File: config.mk
export PLATFORM = sky130hd
export DESIGN_NAME = halflife_uart_tx
export DESIGN_NICKNAME = d
export VERILOG_FILES = /design/src/rtl/halflife_pkg.sv /design/src/rtl/uart_tx_byte.sv /design/src/rtl/halflife_uart_tx.sv
export SDC_FILE = /design/constraint.sdc
export NUM_CORES = 1
export LEC_CHECK = 0
export BUFFER_PORTS_ARGS = -buffer_cell sky130_fd_sc_hd__buf_2
export CELL_PAD_IN_SITES_DETAIL_PLACEMENT = 1
export CELL_PAD_IN_SITES_GLOBAL_PLACEMENT = 2
export CORE_UTILIZATION = 30
export CTS_CLUSTER_DIAMETER = 150
export DETAILED_ROUTE_END_ITERATION = 10
export PLACE_DENSITY_LB_ADDON = 0.1
export RECOVER_POWER = 25
export SYNTH_ARGS = -nofsm -noshare
export SYNTH_HDL_FRONTEND = slang
export SYNTH_SLANG_ARGS = --single-unit
File: constraint.sdc
create_clock -name clk -period 2.09 [get_ports clk]
set_clock_uncertainty 0.05 [all_clocks]
set_input_delay 0.418 -clock clk [delete_from_list [all_inputs] [get_ports clk]]
set_output_delay 0.418 -clock clk [all_outputs]
set_load 0.05 [all_outputs]
File: src/rtl/halflife_pkg.sv
// Shared types and helpers for the half-life timer UART reporter.
package halflife_pkg;

  typedef enum logic [1:0] {
    IDLE,
    START,
    DATA,
    STOP
  } state_t;

  localparam logic [7:0] ASCII_0  = 8'h30;
  localparam logic [7:0] ASCII_A  = 8'h41;
  localparam logic [7:0] ASCII_LF = 8'h0A;

  // Uppercase hex digit for a 4-bit value.
  function automatic logic [7:0] hex_to_ascii(input logic [3:0] nib);
    logic [3:0] off;
    if (nib < 4'd10) begin
      return ASCII_0 + {4'h0, nib};
    end else begin
      off = nib - 4'd10;
      return ASCII_A + {4'h0, off};
    end
  endfunction

endpackage

File: src/rtl/uart_tx_byte.sv
// 8N1 byte serializer. A byte is accepted whenever start and ready are both high;
// ready is also raised in the last stop-bit cycle so frames can be chained back to back.
module uart_tx_byte
  import halflife_pkg::*;
#(
  parameter int CLK_DIV = 434
) (
  input  logic       clk,
  input  logic       reset,
  input  logic       start,
  input  logic [7:0] data,
  output logic       ready,
  output logic       tx,
  output logic       busy
);

  localparam int CNT_W = $clog2(CLK_DIV);

  state_t           state_q;
  state_t           state_d;
  logic [CNT_W-1:0] cnt_q;
  logic [2:0]       bit_q;
  logic [7:0]       shreg_q;
  logic             tick;
  logic             load;

  assign tick  = (cnt_q == CNT_W'(CLK_DIV - 1));
  assign ready = (state_q == IDLE) || ((state_q == STOP) && tick);
  assign load  = start && ready;

  always_ff @(posedge clk) begin
    if (reset) begin
      state_q <= IDLE;
    end else begin
      state_q <= state_d;
    end
  end

  // The baud counter rests at zero in IDLE so every frame starts phase-aligned.
  always_ff @(posedge clk) begin
    if (reset) begin
      cnt_q   <= '0;
      bit_q   <= '0;
      shreg_q <= '1;
    end else begin
      if ((state_q == IDLE) || tick) begin
        cnt_q <= '0;
      end else begin
        cnt_q <= cnt_q + CNT_W'(1);
      end
      if (load) begin
        shreg_q <= data;
        bit_q   <= '0;
      end else if ((state_q == DATA) && tick) begin
        shreg_q <= {1'b1, shreg_q[7:1]};
        bit_q   <= bit_q + 3'd1;
      end
    end
  end

  always_comb begin
    state_d = state_q;
    case (state_q)
      IDLE:    if (start) state_d = START;
      START:   if (tick) state_d = DATA;
      DATA:    if (tick && (bit_q == 3'd7)) state_d = STOP;
      STOP:    if (tick) state_d = start ? START : IDLE;
      default: state_d = IDLE;
    endcase
  end

  always_comb begin
    tx   = 1'b1;
    busy = 1'b1;
    case (state_q)
      IDLE:    busy = 1'b0;
      START:   tx = 1'b0;
      DATA:    tx = shreg_q[0];
      STOP:    tx = 1'b1;
      default: busy = 1'b0;
    endcase
  end

endmodule

File: src/rtl/halflife_uart_tx.sv
// Reports every change of the timer count as an ASCII hex char (plus optional LF)
// over a UART line; tracks a single pending report and flags overwrites.
module halflife_uart_tx
  import halflife_pkg::*;
#(
  parameter int CLK_DIV   = 434,
  parameter bit APPEND_LF = 1'b1
) (
  input  logic       clk,
  input  logic       reset,
  input  logic [3:0] value,
  input  logic       force_tx,
  output logic       tx,
  output logic       busy,
  output logic       overrun
);

  logic [3:0] last_q;
  logic [3:0] pend_val_q;
  logic       pend_q;
  logic       lf_due_q;
  logic       overrun_q;
  logic       capture;
  logic       take_hex;
  logic       take_lf;
  logic       byte_start;
  logic [7:0] byte_data;
  logic       byte_ready;
  logic       byte_busy;

  assign capture = (value != last_q) || force_tx;

  // New reports only start from IDLE; the LF is chained onto the stop bit of the hex char.
  assign take_hex   = !lf_due_q && pend_q && !byte_busy;
  assign take_lf    = lf_due_q && byte_ready;
  assign byte_start = take_hex || take_lf;
  assign byte_data  = lf_due_q ? ASCII_LF : hex_to_ascii(pend_val_q);

  // A pending report consumed at the same edge has started, so it is not an overrun.
  always_ff @(posedge clk) begin
    if (reset) begin
      last_q     <= '0;
      pend_val_q <= '0;
      pend_q     <= 1'b0;
      lf_due_q   <= 1'b0;
      overrun_q  <= 1'b0;
    end else begin
      overrun_q <= capture && pend_q && !take_hex;
      if (capture) begin
        last_q     <= value;
        pend_val_q <= value;
        pend_q     <= 1'b1;
      end else if (take_hex) begin
        pend_q <= 1'b0;
      end
      if (take_hex) begin
        lf_due_q <= APPEND_LF;
      end else if (take_lf) begin
        lf_due_q <= 1'b0;
      end
    end
  end

  uart_tx_byte #(
    .CLK_DIV(CLK_DIV)
  ) u_byte (
    .clk  (clk),
    .reset(reset),
    .start(byte_start),
    .data (byte_data),
    .ready(byte_ready),
    .tx   (tx),
    .busy (byte_busy)
  );

  assign busy    = byte_busy;
  assign overrun = overrun_q;

endmodule

# [Word-level counts from Yosys, hierarchy flattened]
# Cells that the tools add are included.
[totals] ff_bits=29 latchBits=0 ramBits=0 romBits=0 inputBits=7 output_inout_bits=3 wordCells=62 memories=0
[classes] addsub=5 mul=0 div=0 order_cmp=1 n_eq_ne=10 n_shift=0 muxes=16 bitwise=0 reduce_logical=22
[ops] op="two-way mux 8 bit" count=4
[ops] op="adder 9 x 1 -> 9 bit (second input constant)" count=1
[ops] op="== test 9 bit (second input constant)" count=1
[ops] op="logical AND 1 bit" count=9
[ops] op="adder 7 x 4 -> 8 bit (first input constant)" count=1
[ops] op="two-way mux 2 bit" count=4
[ops] op="one-hot mux 2 bit (4 select lines)" count=1
[ops] op="adder 6 x 4 -> 7 bit (first input constant)" count=1
[ops] op="two-way mux 1 bit" count=6
[ops] op="!= test 2 x 1 -> 1 bit (second input constant)" count=3
[ops] op="nonzero test 2 bit" count=3
[ops] op="== test 2 bit (second input constant)" count=2
[ops] op="logical OR 1 bit" count=4
[ops] op="< comparator 4 bit (second input constant)" count=1
[ops] op="!= test 4 bit" count=1
[ops] op="AND reduction 4 bit" count=1
[ops] op="OR reduction 2 bit" count=2
[ops] op="subtractor 4 bit (second input constant)" count=1
[ops] op="adder 3 x 1 -> 3 bit (second input constant)" count=1
[ops] op="== test 3 bit (second input constant)" count=1
[ops] op="== test 2 x 1 -> 1 bit (second input constant)" count=1
[ops] op="zero test 1 bit" count=2
[ops] op="zero test 2 bit" count=1
[ops] op="!= test 2 bit (second input constant)" count=1
[ops] op="one-hot mux 1 bit (2 select lines)" count=1

# [Longest topological paths before layout]
# Gate-level depths: netlist of run 1.
[logic_depth] ltp_word=8 mapped_depth=7 ltp_nobuf=6

# [Cells and area by module]
# From an unflattened synthesis of run 1, not the netlist that was laid out.
[unflattened] hier_cells=161 hier_area_um2=1498.9
[by_module_without_submodules] module="uart_tx_byte" n_inst=1 cells_per_inst=114 area_per_inst_um2=1097.3 seq_area_each_um2=440.4
[by_module_without_submodules] module="halflife_uart_tx" n_inst=1 cells_per_inst=47 area_per_inst_um2=401.6 seq_area_each_um2=140.1

# [Worst setup path after synthesis of run 1]
# No wires, ideal clock.
[synth_timing] kind="flip-flop to output port" start="reg u_byte.state_q[0]" end="out tx" t_arrival_ps=1535 t_required_ps=1622 slack_ps=87 path_stages_with_launch=4 path_buffers=0 path_cell_list="dfxtp_1 > inv_1 > ha_1 > mux2i_1"
[synth_between] elab_chain_cells=2 word_cells_on_any_way=3
[synth_lines] element="start: declaration" line_no="uart_tx_byte.sv:19" rtl="state_t state_q;"
[synth_lines] element="start signal: assignment" line_no="uart_tx_byte.sv:35" rtl="state_q <= state_d;"
[synth_lines] element="== test 2 bit / == test 2 x 1 -> 1 bit (equally long branches)" line_no="uart_tx_byte.sv:75" rtl="case (state_q)"
[synth_lines] element="one-hot mux 1 bit (2 select lines) *" line_no="uart_tx_byte.sv:75"
[synth_lines] element="end: declaration" line_no="halflife_uart_tx.sv:13" rtl="output logic tx,"
# Every way passes the cells marked *; elsewhere a longest branch is shown, timed or not.

# [Worst setup path in the final report of run 1]
# Same ends and word-level chain as after synthesis.

==> results of run 1 <==
==> state kept, by name, summed over array words and instances (netlist names) <==
| name | flops |
|---|---|
| lf_due_q | 1 |
| u_byte.cnt_q | 9 |
| pend_q | 1 |
| overrun | 1 |
| u_byte.bit_q | 3 |
| u_byte.state_q | 2 |
| pend_val_q | 4 |
| u_byte.shreg_q | 8 |
==> synthesized netlist by cell type, types with 3 or more instances <==
master / n
a21oi_1: 12
clkbuf_1: 5
dfxtp_1: 29
ha_1: 10
inv_1: 9
mux2i_1: 6
nand2_1: 13
nand2b_1: 3
nand3_1: 5
nor2_1: 15
nor2b_1: 5
nor3_1: 4
o21ai_0: 4
o221ai_1: 4
xnor2_1: 8
xor2_1: 6
==> cell families (layout without fill, tap and decap cells) <==
group,count (synthesis),after routing,synth area share [%]
AO/OA/AOI/OAI,34,34,14.9
AND/OR/NAND/NOR,55,55,19.6
adder cells (fa/ha/maj),10,10,8.40
buffers and inverters,17,32,4.87
XOR/XNOR,14,14,8.23
multiplexers,7,7,5.04
flip-flops,29,29,39.0
==> what timing repair did <==
item / 4_1_cts / 5_1_grt
resized for setup: 0 / 3
setup endpoints to repair: 0 / 1
hold endpoints to repair: 0 / 0
hold buffers: 0 / 0
==> cell usage in the layout, fill, tap and decap left out, drive strengths merged, types with 3 or more instances in the layout <==
cell type   n
mux2i       6
clkbuf     11
nor3        4
nor2       15
inv         9
xnor2       8
dfxtp      29
xor2        6
ha         10
o21ai       6
buf        10
nand2b      3
nand2      13
nor2b       5
o221ai      4
a21oi      12
nand3       5
==> critical path, cell delays in order (launching register included) <==
cell	delay [ps]
dfxtp_1	330
inv_1	120
ha_2	260
mux2i_1	260
buf_4	230
==> stage by stage <==
stage	instances	setup WS (ps)	cell area [sq um]	util (%)	total power, W
global route	248	23.2	1720	36.1	0.00216
CTS	248	5.01	1720	36.2	0.00205
detailed placement	240	255	1620	34.1	0.00153
finish	248	151	1720	36.1	0.00200
floorplan	166	87.0	1490	-	0.00129
global placement	240	353	1620	34.1	0.00151
==> routing by layer <==
layer	track usage, %	vias up
met5	0	-
met1	17.4	569
met2	25.0	16
met4	6.97	0
met3	4.17	7
li1	-	601
==> worst paths after layout <==
kind              cells past startpoint                end  slack [ps]
setup / recovery                      4                 tx         150
hold / removal                        2      pend_val_q[1]         330
setup reg to reg                      7  u_byte.shreg_q[1]         280
hold reg to reg                       2    u_byte.bit_q[2]         420
==> power by group through the flow <==
stage	registers (W)	clock network [W]	logic, W
2_1_floorplan	0.000734	0	0.000558
3_3_place_gp	0.000745	0	0.000766
3_5_place_dp	0.000749	0	0.000780
4_1_cts	0.000737	0.000530	0.000786
5_1_grt	0.000754	0.000556	0.000852
6_report	0.000736	0.000509	0.000760
==> layout make-up <==
class                      instances  share of cell area, %
multi-input combinational        120                   48.9
sequential                        29                   33.8
clock buffer                       7                   5.61
tap                               67                   4.88
timing repair buffer              14                   4.37
inverter                          10                   2.18
clock inverter                     1                  0.291
==> reports/results.txt, run 1 <==
Share of cells above drive strength 1 = 13.8%
Largest net degree at the start of global routing = 12
HP Class = primary input to register
Via count of the first global-routing pass = 1284
RSZ-0062 raised after global routing = false
Slew Limit Fails = 0
Comb power frac = 37.9%
Final setup vio count = 0
Post CTS Setup Buffer Count = 0
Clock transition at path regs = 60 ps
Layout area overhead = 15.3%
Psw = 0.000768 W
Total number of vias = 1193
DR WL met2 = 1650 microns
Nets = 197
Antenna violations before repair = 0
Worst setup SP type = register
Die width = 72.5 microns
CP Launch Point = u_byte.state_q[0]
Final period util = 92.8%
Total Routing Usage GR = 14.8%
Crit-path max FO = 6
DR iter-0 viols = 56
Routed Antenna Nets = 0
Pwr/cell area = 1170 nW/um^2
Met1 Routed Length = 1600 microns
Final min period = 1940 ps
Status = finished, final reports clean
Met3 WL post-DR = 88 microns
Sink Count = 29
CP arrival = 1470 ps
Cells after synthesis = 166
Top cell type by total area after synthesis = dfxtp_1
Syn Std Cell Area = 1490 sq um
Seq. cell area = 581 sq um
CTS tree = built
EDFF count, synth = 0
Cell row count = 25
GP Congestion = 0.737
Top FF cell, synth = dfxtp_1
PortBufs = 9
Setup crit end kind = primary output
Die area = 5250 sq um
Post-detailed-route wirelength per cell = 13.7 microns
Cell variety after synth = 38
MaxCap Viol Count = 0
Initial Utilization = 31.3%
Asr flop ratio synth = 0%
#FFs+latches synth = 29
H-Tree Depth = 2
Top post-synthesis cells by area = dfxtp_1 39%, ha_1 8.4%, xnor2_1 4.7%
Fillers = 600
Post-synthesis sequential area ratio = 39.0%
Syn avg cell area = 8.98 sq um
Fmax = 516 MHz
Critical Path RT = 1620 ps
Grt total ovfl = 0
Post-synthesis net count = 183
Synth warnings = 0
Synth top area share = 39.0%
P_leak = 0.683 nW
R2R Path Start = u_byte.cnt_q[1]
DR top layer = met4
Setup_tns = 0 ps
Sequential share of power = 36.7%
Fin. Hold Viols = 0
Min-delay src = value[1]
I/O pins = 10
Core area = 4750 sq um
Setup CP Type = register to primary output
Clk_lat worst skew = 280 ps
Post-route DRC = 0
Hpwl dp = 2640 microns
Chip Height = 72.5 microns
Number of vias per cell = 4.81
Slew @ Worst Pin = 593 ps
Clock buffer depth = 2
Antenna cell count = 0
VDD IR max = 0.438 mV
Multi-input gate area = 840 sq um
Final wirelength = 3400 microns
Internal = 0.00124 W
Global-route wire length before repair = 5930 microns
Clk pwr share = 25.4%
Inserted Clock Buffers = 5
Sw Ratio = 38.3%
DRT Pass-1 Iters = 4
Hold WS = 326 ps
Root Driver = clkbuf_8
Max_slew headroom = 60.7%
Power figures use the tool's default switching activity.
==> run 2: changes to the inputs <==
HOLD_SLACK_MARGIN = 0.03   (was not set)
clock period = 2.3 ns   (was 2.09 ns; I/O delays follow)
==> reports/results.txt, run 2 (synthesized netlist as in run 1, its figures left out) <==
Status = finished, final reports clean
Die area = 5250 sq um
Hold path depth = 2
Worst path max stage delay = 330 ps
Final min period = 2090 ps
Setup crit end kind = primary output
Die width = 72.5 microns
Sw Ratio = 40.2%
Setup_tns = 0 ps
FF-to-FF End = u_byte.shreg_q[1]
Root Driver = clkbuf_8
Grt total ovfl = 0
Final wirelength = 3400 microns
Biggest regs = u_byte.cnt_q (9), u_byte.shreg_q (8), pend_val_q (4)
Post CTS Setup Buffer Count = 0
Clk_lat worst skew = 280 ps
Final setup vio count = 0
Global-route wire length before repair = 6000 microns
Hpwl dp = 2650 microns
Inserted Clock Buffers = 5
DRT Pass-1 Iters = 4
Worst setup SP type = register
Post-route DRC = 0
Nets = 194
Core area = 4750 sq um
Psw = 0.000702 W
Worst Hold End = pend_val_q[1]
Initial Utilization = 31.3%
Slew Limit Fails = 0
Largest net degree at the start of global routing = 12
Routed Antenna Nets = 0
HP Class = primary input to register
Max_slew headroom = 58.2%
Critical Path RT = 1790 ps
Antenna violations before repair = 0
Commonest non-fill, non-tap cell in the layout = dfxtp_1
DR iter-0 viols = 17
PortBufs = 9
Pwr/cell area = 1040 nW/um^2
Sink Count = 29
Most frequent cells in the layout = 29 x dfxtp_1, 15 x nor2_1, 13 x nand2_1
VDD IR max = 0.419 mV
Post-detailed-route wirelength per cell = 13.9 microns
R2R Path Start = u_byte.cnt_q[0]
Cell row count = 25
MaxCap Viol Count = 0
Total Routing Usage GR = 15.3%
Crit-path slowest cell = dfxtp_1
Comb power frac = 37.9%
Number of vias per cell = 4.80
Critical-path cell list = inv_1 -> ha_1 -> mux2i_1 -> buf_2
Total number of vias = 1177
Post-CTS Resized = 0
Share of cells above drive strength 1 = 12.4%
CP arrival = 1580 ps
Clock transition at path regs = 70 ps
Chip Height = 72.5 microns
H-Tree Depth = 2
Total Power = 0.00175 W
Setup CP Type = register to primary output
Layout area overhead = 12.7%
Antenna cell count = 0
Crit-path max FO = 6
P_leak = 0.661 nW
Max reg flops = 9
CTS tree = built
Via count of the first global-routing pass = 1189
Worst R2R Setup Slack = 410 ps
Largest Register = u_byte.cnt_q
Fin. Hold Viols = 0
Internal = 0.00104 W
Clock buffer depth = 2
Min-delay src = value[1]
RSZ-0062 raised after global routing = false
Sequential share of power = 38.3%
FF-to-FF path depth = 5
Hold_buf cts = 0
Clk pwr share = 23.8%
Fmax = 479 MHz
I/O pins = 10
Final period util = 90.8%
Slew @ Worst Pin = 630 ps
GP Congestion = 0.738
-- run 2: cell types whose count changed in the layout (fill, tap and decap cells not counted), sizes merged --
cell,change
clkinv,+1
clkbuf,-3
clkinvlp,+1
buf,-2
-- run 2: worst max path at each step --
stage,startpoint,to,cells after the start
after floorplan,u_byte.state_q[0],tx,3
after detailed placement,u_byte.cnt_q[0],u_byte.shreg_q[1],5
after global placement,u_byte.cnt_q[0],u_byte.shreg_q[1],5
after CTS,u_byte.state_q[0],tx,4
final,u_byte.state_q[0],tx,4
after global routing,u_byte.state_q[0],tx,4
-- run 2: power by group through the flow --
| stage | Clock [W] | Sequential, W | Combinational (W) |
|---|---|---|---|
| 2_1_floorplan | 0 | 0.000667 | 0.000507 |
| 3_3_place_gp | 0 | 0.000675 | 0.000665 |
| 3_5_place_dp | 0 | 0.000681 | 0.000672 |
| 4_1_cts | 0.000438 | 0.000669 | 0.000677 |
| 5_1_grt | 0.000457 | 0.000681 | 0.000740 |
| 6_report | 0.000415 | 0.000669 | 0.000661 |
-- run 2: cell type report --
class	instances	area (sq um)
clock buffers	5	68.8
clock inverters	3	17.5
fillers	598	3080
inverters	10	37.5
multi-input cells	120	837
flip-flops and latches	29	581
well taps	67	83.8
repair buffers	11	53.8
-- run 2: worst max-delay path: cells and delay by family (launching register included) --
kind / cells / cell delay (ps)
multiplexers: 1 / 250
buffers and inverters: 2 / 410
flip-flops: 1 / 330
adder cells (fa/ha/maj): 1 / 300
-- run 2: per-stage QoR --
| step | worst slack [ps] | hold slack, ps | utilization, % | instance area (sq um) | instances |
|---|---|---|---|---|---|
| final | 212 | 363 | 35.3 | 1680 | 245 |
| after global routing | 82.8 | 375 | 35.3 | 1680 | 245 |
| after CTS | 192 | 360 | 35.4 | 1690 | 245 |
| after detailed placement | 393 | 415 | 33.6 | 1600 | 237 |
| after global placement | 443 | 403 | 33.6 | 1600 | 237 |
| after floorplan | 255 | 390 | - | 1490 | 166 |
-- run 2: per-layer routing --
metal / share of wire (%) / wire length, microns / GRT usage (%) / up-vias
met5: 0 / 0 / 0 / -
met4: 1.2 / 40 / 6.54 / 0
li1: - / - / - / 600
met2: 52 / 1760 / 26.1 / 15
met1: 44 / 1490 / 17.8 / 557
met3: 3.1 / 107 / 4.31 / 5
==> run 3: changes to the inputs <==
CELL_PAD_IN_SITES_DETAIL_PLACEMENT = not set   (was 1)
CELL_PAD_IN_SITES_GLOBAL_PLACEMENT = not set   (was 2)
CTS_CLUSTER_DIAMETER = not set   (was 150)
PLACE_DENSITY_LB_ADDON = not set   (was 0.1)
SLEW_MARGIN = 0   (was not set)
==> reports/results.txt, run 3 (synthesized netlist as in run 1, its figures left out) <==
Status = finished, final reports clean
Pwr/cell area = 1040 nW/um^2
Biggest regs = u_byte.cnt_q (9), u_byte.shreg_q (8), pend_val_q (4)
Inserted Clock Buffers = 5
DR iter-0 viols = 44
Initial Utilization = 31.3%
Comb power frac = 37.5%
Worst path max stage delay = 330 ps
PortBufs = 9
Slew @ Worst Pin = 597 ps
Hpwl dp = 2010 microns
Final min period = 2040 ps
Clock buffer depth = 2
CP arrival = 1530 ps
Share of cells above drive strength 1 = 11.3%
I/O pins = 10
GP Congestion = 0.802
Post-DP Area = 1600 sq um
Psw = 0.000676 W
Crit-path max FO = 6
Cell row count = 25
Crit-path slowest cell = dfxtp_1
RSZ-0062 raised after global routing = false
Hold WS = 362 ps
Die area = 5250 sq um
MaxCap Viol Count = 0
Antenna violations before repair = 0
Core area = 4750 sq um
Critical Path RT = 1790 ps
Antenna cell count = 0
Global-route wire length before repair = 5010 microns
HP Class = primary input to register
Post-detailed-route wirelength per cell = 11.7 microns
Sink Count = 29
Clk_lat worst skew = 280 ps
Fin. Hold Viols = 0
P_leak = 0.662 nW
Setup CP Type = register to primary output
Largest Register = u_byte.cnt_q
Number of vias per cell = 4.72
Layout area overhead = 12.7%
Max reg flops = 9
Largest net degree at the start of global routing = 12
Max_slew headroom = 60.4%
CTS tree = built
Final setup vio count = 0
Routed Antenna Nets = 0
Nets = 194
Clock transition at path regs = 60 ps
Post-route DRC = 0
Sw Ratio = 38.7%
Setup crit end kind = primary output
H-Tree Depth = 2
Critical-path cell list = inv_1 -> ha_1 -> mux2i_1 -> buf_2
Hold_buf cts = 0
Internal = 0.00107 W
Chip Height = 72.5 microns
Fmax = 490 MHz
Pre-CTS WS = 491 ps
Root Driver = clkbuf_8
Total Routing Usage GR = 12.6%
Design area = 1680 sq um
Via count of the first global-routing pass = 1111
Setup ws final = 260 ps
Final wirelength = 2850 microns
Total number of vias = 1152
Commonest non-fill, non-tap cell in the layout = dfxtp_1
Setup_tns = 0 ps
Die width = 72.5 microns
Sequential share of power = 38.2%
Final period util = 88.7%
Slew Limit Fails = 0
Clk pwr share = 24.2%
VDD IR max = 0.482 mV
Post-CTS Resized = 0
DRT Pass-1 Iters = 4
Worst setup SP type = register
Grt total ovfl = 0
Post CTS Setup Buffer Count = 0
Most frequent cells in the layout = 29 x dfxtp_1, 15 x nor2_1, 13 x nand2_1
-- run 3: cell count changes in the layout (fill, tap and decap cells not counted), sizes merged --
| cell | change |
|---|---|
| clkinv | -2 |
| clkbuf | +2 |
| clkinvlp | -1 |
-- run 3: layout make-up --
| type | instances | area (sq um) |
|---|---|---|
| clock buffers | 7 | 86.3 |
| well taps | 67 | 83.8 |
| flip-flops and latches | 29 | 581 |
| inverters | 10 | 37.5 |
| fillers | 515 | 3080 |
| repair buffers | 11 | 53.8 |
| multi-input cells | 120 | 837 |
-- run 3: routing by layer --
layer  global-route usage [%]  part of all wire (%)  up-vias
met5                        0                     0        -
met1                     16.5                    50      511
met2                     18.6                    43       34
met3                     3.33                   4.3        8
met4                     7.19                   2.7        0
li1                         -                     -      599
-- run 3: critical path: cells and delay by family, from the launching register on --
kind	cells	cell delay, ps
muxes	1	210
adders and majority gates	1	310
buffers and inverters	2	400
DFF	1	330
-- run 3: stage by stage --
stage               cells  util (%)  total power [W]
floorplan             166         -          0.00117
global placement      237      33.6          0.00133
detailed placement    237      33.6          0.00133
CTS                   244      35.4          0.00176
global route          244      35.3          0.00185
finish                244      35.3          0.00175
-- run 3: power by group through the flow --
stage	clock, W	combinational [W]	sequential, W
3_3_place_gp	0	0.000654	0.000677
4_1_cts	0.000433	0.000659	0.000666
5_1_grt	0.000453	0.000720	0.000680
2_1_floorplan	0	0.000507	0.000667
6_report	0.000424	0.000656	0.000668
3_5_place_dp	0	0.000652	0.000677
-- run 3: final timing paths --
| kind | depth (start not counted) | slack, ps | start | endpoint |
|---|---|---|---|---|
| worst max-delay path | 4 | 260 | u_byte.state_q[0] | tx |
| worst min-delay path | 2 | 360 | value[0] | pend_val_q[0] |
| worst max register to register | 7 | 470 | u_byte.cnt_q[1] | u_byte.shreg_q[1] |
| worst min register to register | 2 | 410 | u_byte.bit_q[1] | u_byte.bit_q[1] |
